[src/rtl/mpsoc_bb_ext_arbiter_if.sv]
`default_nettype none
// ============================================================================
//  Module      : mpsoc_bb_ext_arbiter_if
//  Description : Bundle of the per-node external Blackbone-bus request/response
//                signals plus the shared memory-port signals of the external
//                bus arbiter.
//                  slave  : arbiter view (consumes node requests and mem_dout,
//                           drives responses, memory strobes and busy)
//                  master : environment view (tiles + memory)
//                Ports carried:
//                  bb_ext_addr_i/din_i/en_i/we_i  per-node request
//                  bb_ext_dout_o/ack_o            per-node response
//                  mem_addr/mem_din/mem_en/mem_we memory command
//                  mem_dout                       memory read data
//                  busy                           arbiter not idle
//  Revision    : 1.0 - initial release
// ============================================================================
interface mpsoc_bb_ext_arbiter_if #(
    parameter int AW    = 32,
    parameter int DW    = 32,
    parameter int NODES = 4
) ();

    logic [NODES-1:0][AW-1:0] bb_ext_addr_i;
    logic [NODES-1:0][DW-1:0] bb_ext_din_i;
    logic [NODES-1:0]         bb_ext_en_i;
    logic [NODES-1:0]         bb_ext_we_i;
    logic [NODES-1:0][DW-1:0] bb_ext_dout_o;
    logic [NODES-1:0]         bb_ext_ack_o;
    logic [AW-1:0]            mem_addr;
    logic [DW-1:0]            mem_din;
    logic                     mem_en;
    logic                     mem_we;
    logic [DW-1:0]            mem_dout;
    logic                     busy;

    modport slave (
        input  bb_ext_addr_i, bb_ext_din_i, bb_ext_en_i, bb_ext_we_i, mem_dout,
        output bb_ext_dout_o, bb_ext_ack_o, mem_addr, mem_din, mem_en, mem_we, busy
    );

    modport master (
        output bb_ext_addr_i, bb_ext_din_i, bb_ext_en_i, bb_ext_we_i, mem_dout,
        input  bb_ext_dout_o, bb_ext_ack_o, mem_addr, mem_din, mem_en, mem_we, busy
    );

endinterface
`default_nettype wire

[src/rtl/mpsoc_bb_ext_arbiter.sv]
`default_nettype none
// ============================================================================
//  Module      : mpsoc_bb_ext_arbiter
//  Description : Round-robin arbiter/sequencer sharing one external memory
//                port among NODES tile masters. One access outstanding at a
//                time: IDLE (grant) -> ISSUE (mem_en) -> WAIT (MEM_LATENCY
//                cycles, capture mem_dout) -> ACK (one-cycle ack to grantee).
//  Ports       : clk  - system clock
//                rst  - synchronous active-high reset
//                bus  - slave modport of mpsoc_bb_ext_arbiter_if
//  Revision    : 1.0 - initial release
// ============================================================================
module mpsoc_bb_ext_arbiter #(
    parameter int AW          = 32,
    parameter int DW          = 32,
    parameter int NODES       = 4,
    parameter int MEM_LATENCY = 2
) (
    input  wire logic               clk,
    input  wire logic               rst,
    mpsoc_bb_ext_arbiter_if.slave   bus
);

    localparam int         c_GW     = (NODES > 1) ? $clog2(NODES) : 1;
    localparam logic [3:0] c_LAT_M1 = 4'(MEM_LATENCY - 1);

    typedef enum logic [1:0] {
        S_IDLE  = 2'd0,
        S_ISSUE = 2'd1,
        S_WAIT  = 2'd2,
        S_ACK   = 2'd3
    } state_t;

    state_t                   r_state;
    logic [c_GW-1:0]          r_ptr;
    logic [c_GW-1:0]          r_grant;
    logic [3:0]               r_cnt;
    logic [AW-1:0]            r_mem_addr;
    logic [DW-1:0]            r_mem_din;
    logic                     r_mem_we;
    logic                     r_mem_en;
    logic                     r_busy;
    logic [NODES-1:0]         r_ack;
    logic [NODES-1:0][DW-1:0] r_dout;

    logic                     w_found;
    logic [c_GW-1:0]          w_pick;
    logic [c_GW-1:0]          w_cand;

    // Node index 'off' positions after the pointer, wrapping modulo NODES
    // (NODES need not be a power of two).
    function automatic logic [c_GW-1:0] f_rr_idx(input logic [c_GW-1:0] ptr, input int off);
        int s;
        s = (int'(ptr) + off) % NODES;
        return c_GW'(s);
    endfunction

    // Scan starts just after the last-served node so the node that was
    // served most recently is considered last.
    always_comb begin
        w_found = 1'b0;
        w_pick  = r_ptr;
        w_cand  = r_ptr;
        for (int k = 1; k <= NODES; k++) begin
            w_cand = f_rr_idx(r_ptr, k);
            if (!w_found && bus.bb_ext_en_i[w_cand]) begin
                w_found = 1'b1;
                w_pick  = w_cand;
            end
        end
    end

    always_ff @(posedge clk) begin
        if (rst) begin
            r_state    <= S_IDLE;
            r_ptr      <= c_GW'(NODES - 1);
            r_grant    <= '0;
            r_cnt      <= '0;
            r_mem_addr <= '0;
            r_mem_din  <= '0;
            r_mem_we   <= 1'b0;
            r_mem_en   <= 1'b0;
            r_busy     <= 1'b0;
            r_ack      <= '0;
            r_dout     <= '0;
        end else begin
            r_ack <= '0;
            case (r_state)
                S_IDLE: begin
                    if (w_found) begin
                        r_grant    <= w_pick;
                        r_mem_addr <= bus.bb_ext_addr_i[w_pick];
                        r_mem_din  <= bus.bb_ext_din_i[w_pick];
                        r_mem_we   <= bus.bb_ext_we_i[w_pick];
                        r_mem_en   <= 1'b1;
                        r_busy     <= 1'b1;
                        r_state    <= S_ISSUE;
                    end
                end
                S_ISSUE: begin
                    r_mem_en <= 1'b0;
                    r_cnt    <= c_LAT_M1;
                    r_state  <= S_WAIT;
                end
                S_WAIT: begin
                    // Counter loaded with latency-1, so this state spans
                    // exactly MEM_LATENCY cycles before data is captured.
                    if (r_cnt != 4'd0) begin
                        r_cnt <= r_cnt - 4'd1;
                    end else begin
                        r_dout[r_grant] <= bus.mem_dout;
                        r_ack[r_grant]  <= 1'b1;
                        r_state         <= S_ACK;
                    end
                end
                S_ACK: begin
                    r_ptr   <= r_grant;
                    r_busy  <= 1'b0;
                    r_state <= S_IDLE;
                end
                default: r_state <= S_IDLE;
            endcase
        end
    end

    assign bus.mem_addr      = r_mem_addr;
    assign bus.mem_din       = r_mem_din;
    assign bus.mem_we        = r_mem_we;
    assign bus.mem_en        = r_mem_en;
    assign bus.busy          = r_busy;
    assign bus.bb_ext_ack_o  = r_ack;
    assign bus.bb_ext_dout_o = r_dout;

endmodule
`default_nettype wire

[src/flat_wrapper.sv]
// flat-port wrapper written by rule: the top's interface ports become plain ports
module mpsoc_bb_ext_arbiter_flat 
#(
    parameter int AW          = 32,
    parameter int DW          = 32,
    parameter int NODES       = 4,
    parameter int MEM_LATENCY = 2
)
  (clk, rst, bus_bb_ext_addr_i, bus_bb_ext_din_i, bus_bb_ext_en_i, bus_bb_ext_we_i, bus_mem_dout, bus_bb_ext_dout_o, bus_bb_ext_ack_o, bus_mem_addr, bus_mem_din, bus_mem_en, bus_mem_we, bus_busy);
  mpsoc_bb_ext_arbiter_if #(.AW(AW), .DW(DW), .NODES(NODES)) bus_i ();
  input  wire logic clk;
  input  wire logic rst;
  input wire logic [$bits(bus_i.bb_ext_addr_i)-1:0] bus_bb_ext_addr_i;
  input wire logic [$bits(bus_i.bb_ext_din_i)-1:0] bus_bb_ext_din_i;
  input wire logic [$bits(bus_i.bb_ext_en_i)-1:0] bus_bb_ext_en_i;
  input wire logic [$bits(bus_i.bb_ext_we_i)-1:0] bus_bb_ext_we_i;
  input wire logic [$bits(bus_i.mem_dout)-1:0] bus_mem_dout;
  output wire logic [$bits(bus_i.bb_ext_dout_o)-1:0] bus_bb_ext_dout_o;
  output wire logic [$bits(bus_i.bb_ext_ack_o)-1:0] bus_bb_ext_ack_o;
  output wire logic [$bits(bus_i.mem_addr)-1:0] bus_mem_addr;
  output wire logic [$bits(bus_i.mem_din)-1:0] bus_mem_din;
  output wire logic [$bits(bus_i.mem_en)-1:0] bus_mem_en;
  output wire logic [$bits(bus_i.mem_we)-1:0] bus_mem_we;
  output wire logic [$bits(bus_i.busy)-1:0] bus_busy;
  assign bus_i.bb_ext_addr_i = bus_bb_ext_addr_i;
  assign bus_i.bb_ext_din_i = bus_bb_ext_din_i;
  assign bus_i.bb_ext_en_i = bus_bb_ext_en_i;
  assign bus_i.bb_ext_we_i = bus_bb_ext_we_i;
  assign bus_i.mem_dout = bus_mem_dout;
  assign bus_bb_ext_dout_o = bus_i.bb_ext_dout_o;
  assign bus_bb_ext_ack_o = bus_i.bb_ext_ack_o;
  assign bus_mem_addr = bus_i.mem_addr;
  assign bus_mem_din = bus_i.mem_din;
  assign bus_mem_en = bus_i.mem_en;
  assign bus_mem_we = bus_i.mem_we;
  assign bus_busy = bus_i.busy;
  mpsoc_bb_ext_arbiter #(.AW(AW), .DW(DW), .NODES(NODES), .MEM_LATENCY(MEM_LATENCY)) u_core (.clk(clk), .rst(rst), .bus(bus_i));
endmodule
[config.mk]
export PLATFORM = sky130hd
export DESIGN_NAME = mpsoc_bb_ext_arbiter_flat
export DESIGN_NICKNAME = d
export VERILOG_FILES = /design/src/rtl/mpsoc_bb_ext_arbiter_if.sv /design/src/rtl/mpsoc_bb_ext_arbiter.sv /design/src/flat_wrapper.sv
export SDC_FILE = /design/constraint.sdc
export NUM_CORES = 1
export LEC_CHECK = 0
export CAP_MARGIN = 20
export CORE_AREA = 2 2 193 195
export CTS_CLUSTER_SIZE = 24
export DETAILED_ROUTE_END_ITERATION = 6
export DIE_AREA = 0 0 195 197
export DONT_BUFFER_PORTS = 1
export HOLD_SLACK_MARGIN = 0.05
export SLEW_MARGIN = 20
export SYNTH_ARGS = -nofsm -noshare
export SYNTH_HDL_FRONTEND = slang
export SYNTH_SLANG_ARGS = --single-unit
[constraint.sdc]
create_clock -name clk -period 3.1 [get_ports clk]
set_input_delay 0.775 -clock clk [delete_from_list [all_inputs] [get_ports clk]]
set_output_delay 0.775 -clock clk [all_outputs]
set_load 0.005 [all_outputs]
==> results.json, run 1 <==
{
  "outcome": "completed",
  "antenna_found_initial": 7,
  "gr-max-usage-layer": "met2",
  "grt_overflow": 0,
  "drive_above_1_share_pct": 6.580,
  "cts_tree": "done",
  "fmax_ghz": 0.4132,
  "yosys.area.top_type": "dfxtp_1",
  "min_period_ns": 2.420,
  "cts_resized": 0,
  "slew_headroom_pct": 47.35,
  "period_share_pct": 78.07,
  "fp.dieH_um": 197,
  "critPathArrivalTime_ns": 2.82,
  "grt_pass1_wl_mm": 47.73,
  "use_met2_pct": 27.43,
  "ios": 497,
  "fillers": 3825,
  "synth.most_common_cell": "nand2_1",
  "ys.flop_type": "dfxtp_1",
  "drc_errors": 0,
  "powerDensity_nw_per_um2": 839.7,
  "synth-async-reset-ratio_pct": 0,
  "globalplace.congestion": 0.8449,
  "syn_area_per_cell_um2": 8.875,
  "drtIter0Drc": 502,
  "ant_nets": 0,
  "use_met3_pct": 8.316,
  "io_buffers": 0,
  "initial_utilization_pct": 25.11,
  "hold_viol": 0,
  "setup_ws_ns": 0.6799,
  "cts.sinks": 209,
  "clock-root-buffer": "clkbuf_16",
  "cts_made_buffers": 24,
  "ctsHoldBuffers": 0,
  "p_leak_nw": 3.738,
  "met1_usage_pct": 17.81,
  "cts_setup_buffers": 0,
  "synth_edf_count": 0,
  "area_growth_pct": 11.56,
  "vias": 7563,
  "ys_warn_count": 0,
  "yosys-top-cells-area": "dfxtp_1 (46%), mux2i_1 (14%), nand2_1 (13%)",
  "ys_seq_area_share_pct": 45.95,
  "place_ws_ns": 0.2091,
  "cp_max_fo": 83,
  "first_global_vias": 7166,
  "synthTopCellsByCount": "nand2_1 (326), dfxtp_1 (209), a21oi_1 (135)",
  "coreArea_um2": 36260,
  "crit_required_ns": 3.50,
  "synthDistinctLibCells": 45,
  "firstDrtPassIters": 7,
  "nets": 1290,
  "rsz0062_at_grt": "no",
  "ys_seq_elements": 209,
  "grt_util_all_layers_pct": 16.45,
  "end_kind": "register",
  "setup_viol": 0,
  "cts_max_path_buffers": 3,
  "syn_inst": 1026,
  "min_path_type": "primary input to register",
  "totalWireLength_mm": 34.09,
  "ir_drop_v": 0.0003702,
  "dieArea_um2": 38420,
  "synth_area_um2": 9106,
  "crit_type": "register to register",
  "slew_viol_final": 0,
  "drv_cap": 0,
  "htreeDepth": 1,
  "grt_start_max_net_pins": 148,
  "tightest_slew_ns": 0.7898,
  "clk_latency_ns": 0.55,
  "dp_hpwl_mm": 24.73,
  "clk_pin_slew_ns": 0.06,
  "via_per_inst": 5.134,
  "clock_skew_ns": 0.009411,
  "rows": 70,
  "die-width_um": 195,
  "synth.top_cell.area_share_pct": 45.95,
  "wl_per_cell_um": 23.14,
  "crit_path_start_kind": "register",
  "setup_tns_ns": 0,
  "syn_nets": 1330
}
[registers in the layout (all words and copies together), names as in the netlist]
name,count
u_core.bus.bb_ext_ack_o,4
u_core.bus.bb_ext_dout_o,128
u_core.bus.busy,1
u_core.bus.mem_addr,32
u_core.bus.mem_din,32
u_core.bus.mem_en,1
u_core.bus.mem_we,1
u_core.r_cnt,4
u_core.r_grant,2
u_core.r_ptr,2
u_core.r_state,2
[worst paths after layout]
| path | from | endpoint | slack [ns] | cells after the start |
|---|---|---|---|---|
| setup reg to reg | u_core.r_ptr[0] | u_core.bus.mem_din[1] | 0.68 | 6 |
| hold / removal | rst | u_core.r_grant[0] | 0.33 | 1 |
| hold reg to reg | u_core.bus.bb_ext_dout_o[127] | u_core.bus.bb_ext_dout_o[127] | 0.48 | 2 |
| setup / recovery | u_core.r_ptr[0] | u_core.bus.mem_din[1] | 0.68 | 6 |
[placed cells by master (no fill, tap or decap), types with 3 or more instances in the layout]
| cell | Yosys | final |
|---|---|---|
| a21o_1 | 3 | 3 |
| a21oi_1 | 135 | 135 |
| buf_12 | 12 | 6 |
| buf_4 | 0 | 8 |
| clkbuf_1 | 40 | 4 |
| clkbuf_16 | 0 | 24 |
| clkbuf_8 | 0 | 6 |
| clkinv_2 | 0 | 4 |
| dfxtp_1 | 209 | 209 |
| ha_1 | 6 | 6 |
| inv_1 | 5 | 5 |
| mux2i_1 | 130 | 130 |
| nand2_1 | 326 | 326 |
| nand3b_1 | 3 | 3 |
| nor2_1 | 21 | 20 |
| nor2b_1 | 5 | 5 |
| o221ai_1 | 63 | 63 |
[critical path, cell delays in order, from the launching register on]
cell	delay, ns
dfxtp_1	0.39
nor2b_1	0.11
o21a_4	0.24
nor3_4	0.23
buf_12	0.38
mux2i_1	0.63
o221ai_1	0.22
[logic make-up after synthesis]
logic type / after synthesis / synth area share, %
and+or+nand+nor: 376 / 16.79
AOI/OAI and AO/OA: 220 / 15.48
DFF: 209 / 45.95
muxes: 130 / 14.29
buffers and inverters: 85 / 6.664
adders and majority gates: 6 / 0.8244
[final cells by class]
type                    instances  area, um2  area share, %
repair buffers                 14      180.2          1.774
clock inverters                 9      126.4          1.244
inverters                       5      18.77         0.1848
diodes                          2      5.005        0.04927
clock buffers                  34      698.2          6.873
multi-input cells             732       4360          42.92
well taps                     468      585.6          5.764
flip-flops and latches        209       4184          41.19
[stage by stage]
stage / instance area [um2] / utilization, % / instances / total power [mW] / hold slack (ns)
2_1_floorplan: 9106 / - / 1026 / 5.188 / 0.4527
3_3_place_gp: 9329 / 25.73 / 1428 / 5.607 / 0.4606
3_5_place_dp: 9329 / 25.73 / 1428 / 5.663 / 0.4659
4_1_cts: 10150 / 28.00 / 1471 / 8.630 / 0.2683
5_1_grt: 10160 / 28.02 / 1473 / 8.945 / 0.2854
6_report: 10160 / 28.02 / 1473 / 8.531 / 0.3308
[routing by layer]
metal | vias to the layer above | routed length [um]
li1 | 3485 | -
met1 | 3555 | 11950
met2 | 437 | 16220
met3 | 78 | 4453
met4 | 8 | 1416
met5 | - | 50
[power by group]
group	internal, mW	switching, mW	leakage, nW
Clock	1.74	1.20	0.404
Combinational	0.754	1.06	1.63
Sequential	3.20	0.580	1.70
Power figures use the tool's default switching activity.
==> run 2: changes to the inputs <==
- CORE_AREA: 2 2 193 195 -> 2 2 195 197
- DIE_AREA: 0 0 195 197 -> 0 0 197 199
- clock period: 3.1 -> 1.9 ns (I/O delays scaled with it)
==> run 2 against run 1 <==
The flow now finishes with violations (setup timing). Routed wire length is 16% higher. Clock skew is 0.0035 ns higher. Non-clock buffer count is 97 higher. Clock-buffer cell count is 6 lower. Setup slack worse by 0.73 ns. Largest power group unchanged. Highest routed layer unchanged.
==> results.json, run 2 (synthesis results as in run 1) <==
{
  "ant_nets": 0,
  "cp_max_fo": 8,
  "totalWireLength_mm": 39.49,
  "final_util_pct": 32.66,
  "io_buffers": 0,
  "fin_hold_ws_ns": 0.07219,
  "hold_viol": 0,
  "drc_errors": 0,
  "grt_start_max_net_pins": 66,
  "cpMaxStageDelayCell": "or4_4",
  "cts_tree": "done",
  "end_kind": "register",
  "clk_pin_slew_ns": 0.06,
  "period_share_pct": 102.5,
  "antenna_found_initial": 9,
  "p_leak_nw": 4.512,
  "clock_skew_ns": 0.01287,
  "via_per_inst": 5.105,
  "crit_buf_inv": 3,
  "final_common_cell": "nand2_1",
  "use_met3_pct": 7.613,
  "slew_headroom_pct": 16.53,
  "setup_ws_ns": -0.04674,
  "setup_tns_ns": -0.5628,
  "fmax_ghz": 0.5137,
  "nets": 1387,
  "violations": "setup timing",
  "dieArea_um2": 39200,
  "fp.dieH_um": 199,
  "most-common-layout-cells": "nand2_1 (296), dfxtp_1 (205), mux2i_1 (112)",
  "firstDrtPassIters": 5,
  "min_period_ns": 1.947,
  "outcome": "finished with violations",
  "critPathArrivalTime_ns": 2.31,
  "globalplace.congestion": 0.8298,
  "grt_overflow": 0,
  "place_ws_ns": -0.3521,
  "cts_max_path_buffers": 3,
  "coreArea_um2": 37130,
  "powerDensity_nw_per_um2": 1319,
  "htreeDepth": 1,
  "first_global_vias": 7447,
  "clock-root-buffer": "clkbuf_16",
  "die-width_um": 197,
  "slew_viol_final": 0,
  "grt_pass1_wl_mm": 48.51,
  "wl_per_cell_um": 25.04,
  "power_mw": 16.00,
  "setup_viol": 36,
  "worstPathCellList": "inv_2 -> ha_4 -> nand3b_1 -> buf_6 -> or4_4 -> clkbuf_16 -> nand2_2 -> a21oi_1",
  "drtIter0Drc": 407,
  "crit_path_start_kind": "register",
  "use_met2_pct": 27.72,
  "initial_utilization_pct": 24.52,
  "rows": 71,
  "met1_usage_pct": 18.04,
  "cts_made_buffers": 24,
  "drive_above_1_share_pct": 23.48,
  "crit_required_ns": 2.26,
  "vias": 8050,
  "tightest_slew_ns": 1.248,
  "clk_latency_ns": 0.53,
  "cp_top_family": "simple AND/OR/NAND/NOR gates",
  "largest_reg_flops": 128,
  "grt_util_all_layers_pct": 16.67,
  "gr-max-usage-layer": "met2",
  "min_path_type": "primary input to register",
  "ir_drop_v": 0.0006493,
  "crit_type": "register to register",
  "ios": 497,
  "rsz0062_at_grt": "yes",
  "area_growth_pct": 33.18,
  "slowest_delay_ns": 0.59,
  "dp_hpwl_mm": 25.06,
  "cts.sinks": 209,
  "drv_cap": 0
}
run 2: area by class of cell:
| cell class | count | area, um2 |
|---|---|---|
| antenna | 4 | 10.01 |
| clock buffer | 28 | 636.9 |
| clock inverter | 14 | 176.4 |
| fill | 3803 | 25010 |
| inverter | 5 | 18.77 |
| multi-input combinational | 732 | 5001 |
| sequential | 209 | 4189 |
| tap | 474 | 593.1 |
| timing repair buffer | 111 | 1503 |
run 2: stage by stage:
step / instance area, um2 / std cells
detailed placement: 9759 / 1472
CTS: 10950 / 1542
floorplan: 9106 / 1026
global route: 12130 / 1577
global placement: 9759 / 1472
finish: 12130 / 1577
run 2: worst paths after layout:
check,from,slack [ns],end,cells past startpoint
worst min register to register,u_core.bus.bb_ext_dout_o[61],0.47,u_core.bus.bb_ext_dout_o[61],2
worst max register to register,u_core.r_cnt[0],-0.05,u_core.bus.bb_ext_dout_o[17],8
worst max-delay path,u_core.r_cnt[0],-0.05,u_core.bus.bb_ext_dout_o[17],8
worst min-delay path,bus_mem_dout[5],0.07,u_core.bus.bb_ext_dout_o[69],2
run 2: report_power, final:
| part | switching [mW] | internal, mW |
|---|---|---|
| Combinational | 2.54 | 2.43 |
| Clock | 1.93 | 2.93 |
| Sequential | 0.946 | 5.22 |
| Total | 5.41 | 10.6 |
run 2: repair_timing:
item	in CTS	in global routing
pin swaps	4	67
hold endpoints to repair	63	1
setup buffers	5	17
endpoints found under the setup margin	46	178
hold buffers	20	1
cloned	3	16
resized for setup	4	168
run 2: worst register-to-register path: cells and delay by family (launching register included):
kind	cells	cell delay [ns]
AND/OR/NAND/NOR	3	0.77
buffers and inverters	3	0.49
AO/OA/AOI/OAI	1	0.05
adder cells (fa/ha/maj)	1	0.15
flip-flops	1	0.32
run 2: metal layers:
| layer | vias up | wire length [um] |
|---|---|---|
| li1 | 3693 | - |
| met1 | 3847 | 13800 |
| met2 | 425 | 19660 |
| met3 | 75 | 4308 |
| met4 | 10 | 1648 |
| met5 | - | 69 |
